$ cat src/rtl/input_debounce_if.sv
// rtl/input_debounce_if.sv - raw input and conditioned outputs of the debounce stage
//
// Signals:
//   a      raw asynchronous input level (driven by the board/source side)
//   y      debounced, synchronised level
//   rise   one-cycle strobe on y 0->1
//   fall   one-cycle strobe on y 1->0
//   toggle level that flips on every rise
//   busy   high while a candidate transition is being qualified
// Modports:
//   master - source/consumer side: drives a, observes the outputs
//   slave  - the debounce block: samples a, drives the outputs
interface input_debounce_if;
    logic a;
    logic y;
    logic rise;
    logic fall;
    logic toggle;
    logic busy;

    modport master (
        output a,
        input  y,
        input  rise,
        input  fall,
        input  toggle,
        input  busy
    );

    modport slave (
        input  a,
        output y,
        output rise,
        output fall,
        output toggle,
        output busy
    );
endinterface

$ cat src/rtl/input_debounce.sv
// rtl/input_debounce.sv - two-flop synchroniser plus counting debounce FSM with edge strobes
//
// Ports:
//   clk    system clock, all logic on the rising edge
//   rst_n  synchronous active-low reset
//   bus    input_debounce_if.slave: a in; y, rise, fall, toggle, busy out
// Parameters:
//   STABLE_CYCLES  consecutive synchronised samples of a new level needed before y moves (2..65535)
//   CNT_W          qualification counter width, 2**CNT_W > STABLE_CYCLES
module input_debounce #(
    parameter int STABLE_CYCLES = 4,
    parameter int CNT_W         = 16
) (
    input  logic              clk,
    input  logic              rst_n,
    input_debounce_if.slave   bus
);
    typedef enum logic [1:0] {
        LOW    = 2'd0,
        CHK_HI = 2'd1,
        HIGH   = 2'd2,
        CHK_LO = 2'd3
    } state_t;

    localparam logic [CNT_W-1:0] LAST = CNT_W'(STABLE_CYCLES - 1);

    state_t           state;
    logic [CNT_W-1:0] cnt;
    logic             s1;
    logic             s2;
    logic             y_reg;
    logic             rise_reg;
    logic             fall_reg;
    logic             toggle_reg;
    logic             busy_reg;

    // The first sample of a new level is taken on entry to CHK_*, so cnt starts
    // at 1 and the transition completes when cnt has reached STABLE_CYCLES-1 and
    // one more matching sample arrives; a single reversion drops back to the
    // stable state with the count discarded.
    always_ff @(posedge clk) begin
        if (!rst_n) begin
            s1         <= 1'b0;
            s2         <= 1'b0;
            cnt        <= '0;
            state      <= LOW;
            y_reg      <= 1'b0;
            rise_reg   <= 1'b0;
            fall_reg   <= 1'b0;
            toggle_reg <= 1'b0;
            busy_reg   <= 1'b0;
        end else begin
            s1       <= bus.a;
            s2       <= s1;
            rise_reg <= 1'b0;
            fall_reg <= 1'b0;
            case (state)
                LOW: begin
                    if (s2) begin
                        state    <= CHK_HI;
                        cnt      <= CNT_W'(1);
                        busy_reg <= 1'b1;
                    end else begin
                        cnt <= '0;
                    end
                end
                CHK_HI: begin
                    if (!s2) begin
                        state    <= LOW;
                        cnt      <= '0;
                        busy_reg <= 1'b0;
                    end else if (cnt == LAST) begin
                        state      <= HIGH;
                        cnt        <= '0;
                        busy_reg   <= 1'b0;
                        y_reg      <= 1'b1;
                        rise_reg   <= 1'b1;
                        toggle_reg <= ~toggle_reg;
                    end else begin
                        cnt <= cnt + CNT_W'(1);
                    end
                end
                HIGH: begin
                    if (!s2) begin
                        state    <= CHK_LO;
                        cnt      <= CNT_W'(1);
                        busy_reg <= 1'b1;
                    end else begin
                        cnt <= '0;
                    end
                end
                CHK_LO: begin
                    if (s2) begin
                        state    <= HIGH;
                        cnt      <= '0;
                        busy_reg <= 1'b0;
                    end else if (cnt == LAST) begin
                        state    <= LOW;
                        cnt      <= '0;
                        busy_reg <= 1'b0;
                        y_reg    <= 1'b0;
                        fall_reg <= 1'b1;
                    end else begin
                        cnt <= cnt + CNT_W'(1);
                    end
                end
                default: begin
                    state    <= LOW;
                    cnt      <= '0;
                    busy_reg <= 1'b0;
                end
            endcase
        end
    end

    assign bus.y      = y_reg;
    assign bus.rise   = rise_reg;
    assign bus.fall   = fall_reg;
    assign bus.toggle = toggle_reg;
    assign bus.busy   = busy_reg;
endmodule

$ cat src/flat_wrapper.sv
// flat-port wrapper written by rule: the top's interface ports become plain ports
module input_debounce_flat 
#(
    parameter int STABLE_CYCLES = 4,
    parameter int CNT_W         = 16
)
  (clk, rst_n, bus_a, bus_y, bus_rise, bus_fall, bus_toggle, bus_busy);
  input_debounce_if bus_i ();
  input  logic clk;
  input  logic rst_n;
  input wire logic [$bits(bus_i.a)-1:0] bus_a;
  output wire logic [$bits(bus_i.y)-1:0] bus_y;
  output wire logic [$bits(bus_i.rise)-1:0] bus_rise;
  output wire logic [$bits(bus_i.fall)-1:0] bus_fall;
  output wire logic [$bits(bus_i.toggle)-1:0] bus_toggle;
  output wire logic [$bits(bus_i.busy)-1:0] bus_busy;
  assign bus_i.a = bus_a;
  assign bus_y = bus_i.y;
  assign bus_rise = bus_i.rise;
  assign bus_fall = bus_i.fall;
  assign bus_toggle = bus_i.toggle;
  assign bus_busy = bus_i.busy;
  input_debounce #(.STABLE_CYCLES(STABLE_CYCLES), .CNT_W(CNT_W)) u_core (.clk(clk), .rst_n(rst_n), .bus(bus_i));
endmodule
$ cat config.mk
export PLATFORM = sky130hd
export DESIGN_NAME = input_debounce_flat
export DESIGN_NICKNAME = d
export VERILOG_FILES = /design/src/rtl/input_debounce_if.sv /design/src/rtl/input_debounce.sv /design/src/flat_wrapper.sv
export SDC_FILE = /design/constraint.sdc
export NUM_CORES = 1
export LEC_CHECK = 0
export CORE_MARGIN = 2
export CORE_UTILIZATION = 50
export CTS_CLUSTER_DIAMETER = 40
export CTS_CLUSTER_SIZE = 40
export DETAILED_ROUTE_END_ITERATION = 6
export PLACE_DENSITY = 0.71
export SLEW_MARGIN = 25
export SYNTH_ARGS = -nofsm -noshare
export SYNTH_HDL_FRONTEND = slang
export SYNTH_SLANG_ARGS = --single-unit
export TNS_END_PERCENT = 1
$ cat constraint.sdc
create_clock -name clk -period 2.1 [get_ports clk]
set_input_delay 0.42 -clock clk [delete_from_list [all_inputs] [get_ports clk]]
set_output_delay 0.42 -clock clk [all_outputs]
set_load 0.03 [all_outputs]
=== Word level (Yosys, flattened, before mapping) ===
Index checks and enable logic that the tools add are counted.

* $add $sub $neg: 1
* Eq/ne operators: 12
* Multiplexer cells: 25
* Bitwise operators: 3
* Reductions and logical operators: 8

{| class="wikitable"
|+ Operators with widths
! operator !! count
|-
| $pmux 16 s4 || 1
|-
| $mux 16 || 3
|-
| $add 16x1->16 const B || 1
|-
| $eq 16x2->1 const B || 1
|-
| $mux 1 || 12
|-
| $mux 2 || 6
|-
| $ne 2x1->1 const B || 4
|-
| $pmux 2 s4 || 1
|-
| $reduce_and 3->1 || 2
|-
| $reduce_and 5->1 || 1
|-
| $eq 2x2->1 const B || 2
|-
| $ne 2x2->1 const B || 2
|-
| $pmux 1 s4 || 1
|-
| $reduce_and 4->1 || 1
|-
| $ne 3x1->1 const B || 1
|-
| $ne 3x3->1 const B || 1
|-
| $not 1->1 || 3
|-
| $reduce_or 3->1 || 1
|-
| $eq 2x1->1 const B || 1
|-
| $logic_not 2->1 || 1
|-
| $pmux 1 s2 || 1
|-
| $reduce_and 2->1 || 1
|-
| $reduce_bool 2->1 || 1
|}

* Register bits after elaboration: 25
* Output and inout bits: 5

=== Longest topological paths before layout ===
* Depth in word-level cells: 4
* Gate-level depth with buffers: 6

=== Worst setup path before layout ===
No wires, ideal clock.

* Kind: register to register
* Start point: register u_core.cnt[0]
* End point: register u_core.cnt[4]
* Setup time: 0.115 ns
* Arrival: 1.407 ns
* Slack: 0.578 ns
* Stages on the path, launching flop included: 7
* Buffers on the path: 1
* Cell sequence: dfxtp_1 > ha_1 > nor4b_2 > and4_2 > nand4b_4 > buf_4 > nor2_1

* Cells in the longest elaborated chain, start to end: 4
* Elaborated cells on any way between the ends: 6
* Classes of those cells: 1 x add/sub; 1 x eq/ne; 4 x mux

{| class="wikitable"
|+ Ends and longest elaborated chain
! element !! RTL line !! RTL
|-
| from (decl) || input_debounce.sv:28 || <nowiki>logic [CNT_W-1:0] cnt;</nowiki>
|-
| from (signal assigned) || input_debounce.sv:80 || <nowiki>cnt <= cnt + CNT_W'(1);</nowiki>
|-
| from (signal assigned) || input_debounce.sv:104 || <nowiki>cnt <= cnt + CNT_W'(1);</nowiki>
|-
| $add 16x1->16 or $eq 16x2->1 (tied branches) || - ||
|-
| $mux 16 (*) || input_debounce.sv:72, input_debounce.sv:97 ||
|-
| $mux 16, on equally long branches || input_debounce.sv:93, input_debounce.sv:68 ||
|-
| $pmux 16 s4 (*) || input_debounce.sv:57 || <nowiki>case (state)</nowiki>
|}

Mark *: on every way between the ends. The rest lies on a longest branch, timed or not.
A chain may end at the register's enable or synchronous reset.

=== Final worst setup path ===
* Start point: register u_core.busy_reg, in the netlist u_core.bus.busy
* End point: output port bus_busy

{| class="wikitable"
|+ RTL lines
! element !! RTL line !! RTL
|-
| from (decl) || input_debounce.sv:35 || <nowiki>logic busy_reg;</nowiki>
|-
| from (signal assigned) || input_debounce.sv:51 || <nowiki>busy_reg <= 1'b0;</nowiki>
|-
| from (signal assigned) || input_debounce.sv:62 || <nowiki>busy_reg <= 1'b1;</nowiki>
|-
| from (signal assigned) || input_debounce.sv:71 || <nowiki>busy_reg <= 1'b0;</nowiki>
|-
| to (decl) || flat_wrapper.sv:16 || <nowiki>output wire logic [$bits(bus_i.busy)-1:0] bus_busy;</nowiki>
|}

No word-level cell between the ends.

==> summary.md <==
| Metric | Value |
|---|---|
| Status | `finished clean` |
| R2r setup slk | `0.42 ns` |
| Final hold violation count | `0` |
| First-pass DRT Iterations | `4` |
| Power Density | `590 nW/um2` |
| Peak Freq | `561 MHz` |
| Layout Skew | `0.00338 ns` |
| Clock transition at path regs | `0.13 ns` |
| Die span in x | `50.9 um` |
| Crit Path Class | `reg2out` |
| CP max stage cell | `clkdlybuf4s50_1` |
| Largest net degree at the start of global routing | `16` |
| Die height | `50.9 um` |
| Port Buf Inserts | `7` |
| Cell chain of the critical path | `clkdlybuf4s50_1` |
| Most frequent cells after synthesis | `dfxtp_1, nor2_1, xnor2_1` |
| Area growth from synthesis to layout | `11.2%` |
| DRC Markers | `0` |
| Clock latency on the worst-skew pair | `0.31 ns` |
| Synth warn | `0` |
| CTS Buffer Depth | `2` |
| CTS tree | `yes` |
| TritonCTS buffer count | `3` |
| Flops & latches, synth | `25` |
| Synth area leaders | `dfxtp_1, xnor2_1, nor2_1` |
| Vias in the first global route | `744` |
| Clk sink count | `25` |
| Root buf cell | `clkbuf_4` |
| R2R Path End | `u_core.bus.toggle` |
| Crit. End Element | `output pin` |
| Fin crit period | `1.78 ns` |
| First-pass GRT wire length | `3.33 mm` |
| Slew Limit Fails | `0` |
| Slew at the pin with the worst max-slew slack | `0.473 ns` |
| Total grt overflow | `0` |
| Leakage power | `0.000431 uW` |
| Worst-case vdd ir drop | `472 uV` |
| Post-CTS Setup Bufs | `0` |
| Fillcell total | `187` |
| Worst hold path class | `reg2reg` |
| Placer Congestion | `0.787` |
| Row count | `16` |
| Crit-path leading delay family | `buffers and inverters` |
| Final Net Count | `130` |
| Detailed Route WL | `1.88 mm` |
| Storage cell area | `500 um2` |
| Worst R2R Path Depth | `5` |
| Final instance area | `1220 um2` |
| Most common cell in the synthesized netlist | `dfxtp_1` |
| Final period util | `84.9%` |
| Dominant synthesized flop cell | `dfxtp_1` |
| Detail Route Antenna Nets | `0` |
| CP Depth | `1` |
| Cells after synthesis | `115` |
| Max Cap Viol | `0` |
| Worst hold path stage count | `1` |
| H-tree depth | `1` |
| Worst-case hold path end point | `u_core.s2` |
| Io pins | `8` |
| Syn_area_per_cell | `9.55 um2` |
| WL per Instance | `12.4 um` |
| Initial DRC Count | `15` |
| CP startpoint kind | `register` |
| Synthesized Nets | `119` |
| Initial Util | `54.3%` |
| # diodes | `0` |
| Multi-input logic area | `572 um2` |
| Post-DP HPWL | `1.41 mm` |
| Final setup fails | `0` |
| Register area share after synthesis | `45.6%` |
| Largest Register | `u_core.cnt` |
| Mapped cell area | `1100 um2` |
| Top-area cell type share of the netlist area | `45.6%` |
| Post-synth EDFFs | `0` |
| FFs w/ async S/R, synth | `0%` |
| Worst R2R Start | `u_core.cnt[0]` |
| Worst Path Required | `1.68 ns` |
| Number of flip-flops in the largest register | `16` |
| Final WS setup | `0.317 ns` |
| Initial antenna violation count | `0` |
| Hold_sp | `u_core.s1` |
| Synth cell types | `29` |
| Post_cts resized | `0` |
| RSZ-0062 raised after global routing | `false` |
| Layout cells sized above 1 | `9.60%` |
| Crit path largest cell delay | `0.68 ns` |
| Max-slew headroom | `68.4%` |
| Arrival @ worst endpoint | `1.36 ns` |
| Core footprint | `2020 um2` |
| Max FO, Critical Path | `3` |
| Vias | `837` |
| Via-to-Cell Ratio | `5.51` |
| Cell taking the most area after synthesis | `dfxtp_1` |
| Tot GR Track Use | `16.9%` |
| WP buf/inv | `1` |
| Setup TNS | `0 ns` |
| CTS Hold Bufs | `0` |
| Post-DP Area | `1190 um2` |
| Post-Place Setup Slack | `0.455 ns` |
| Die ar. | `2590 um2` |
## worst max path at each step
stage	startpoint	slack, ns	end
global route	u_core.bus.busy	0.24	bus_busy
global placement	rst_n	0.49	u_core.bus.fall
CTS	u_core.bus.busy	0.28	bus_busy
detailed placement	u_core.cnt[0]	0.45	u_core.bus.toggle
floorplan	u_core.cnt[0]	0.58	u_core.cnt[4]
finish	u_core.bus.busy	0.32	bus_busy
## metrics by stage
stage          utilization (%)  std cells  total power (uW)  hold slack [ns]
3_5_place_dp              59.1        148               525            0.430
5_1_grt                   60.4        152               750            0.499
6_report                  60.4        152               720            0.463
3_3_place_gp              59.1        148               524            0.418
4_1_cts                   60.4        152               730            0.468
2_1_floorplan                -        115               511            0.412
## per-layer routing
metal | wire, um | track usage (%) | up-vias
met5 | 0 | 0 | -
li1 | - | - | 423
met2 | 855 | 26.5 | 6
met3 | 34 | 3.51 | 4
met4 | 29 | 6.76 | 0
met1 | 965 | 22.9 | 404
## layout make-up
class	instances	share of cell area, %
Multi-Input combinational cell	84	46.8
Timing Repair Buffer	7	5.74
Inverter	5	1.54
Sequential cell	25	41.0
Clock buffer	4	2.15
Tap cell	27	2.77
## where the power goes
part,internal [uW],switching [uW],total (uW)
Sequential,480,5.02,485
Combinational,13.7,15.4,29.2
Clock,74.1,132,206
Total,568,152,720
## logic make-up (layout without fill, tap and decap cells)
kind of cell | Yosys count | count (layout) | synth area share (%)
compound gates | 8 | 8 | 3.87
xor+xnor | 15 | 15 | 12.0
fa+ha+maj | 1 | 1 | 1.14
buf+inv | 6 | 16 | 2.39
flops | 25 | 25 | 45.6
mux | 1 | 1 | 0.911
simple gates | 59 | 59 | 34.2
## layout by cell type, fill, tap and decap left out, types with 2 or more instances in the layout
master / n
a21oi_1: 4
and2_1: 2
clkbuf_4: 3
clkdlybuf4s50_1: 7
dfxtp_1: 25
inv_1: 5
nand2_1: 6
nand3_1: 5
nand4_1: 3
nor2_1: 19
nor3_1: 5
nor4_1: 5
nor4_4: 2
nor4b_2: 2
o21ai_0: 3
xnor2_1: 13
xor2_1: 2
Power figures use the tool's default switching activity.
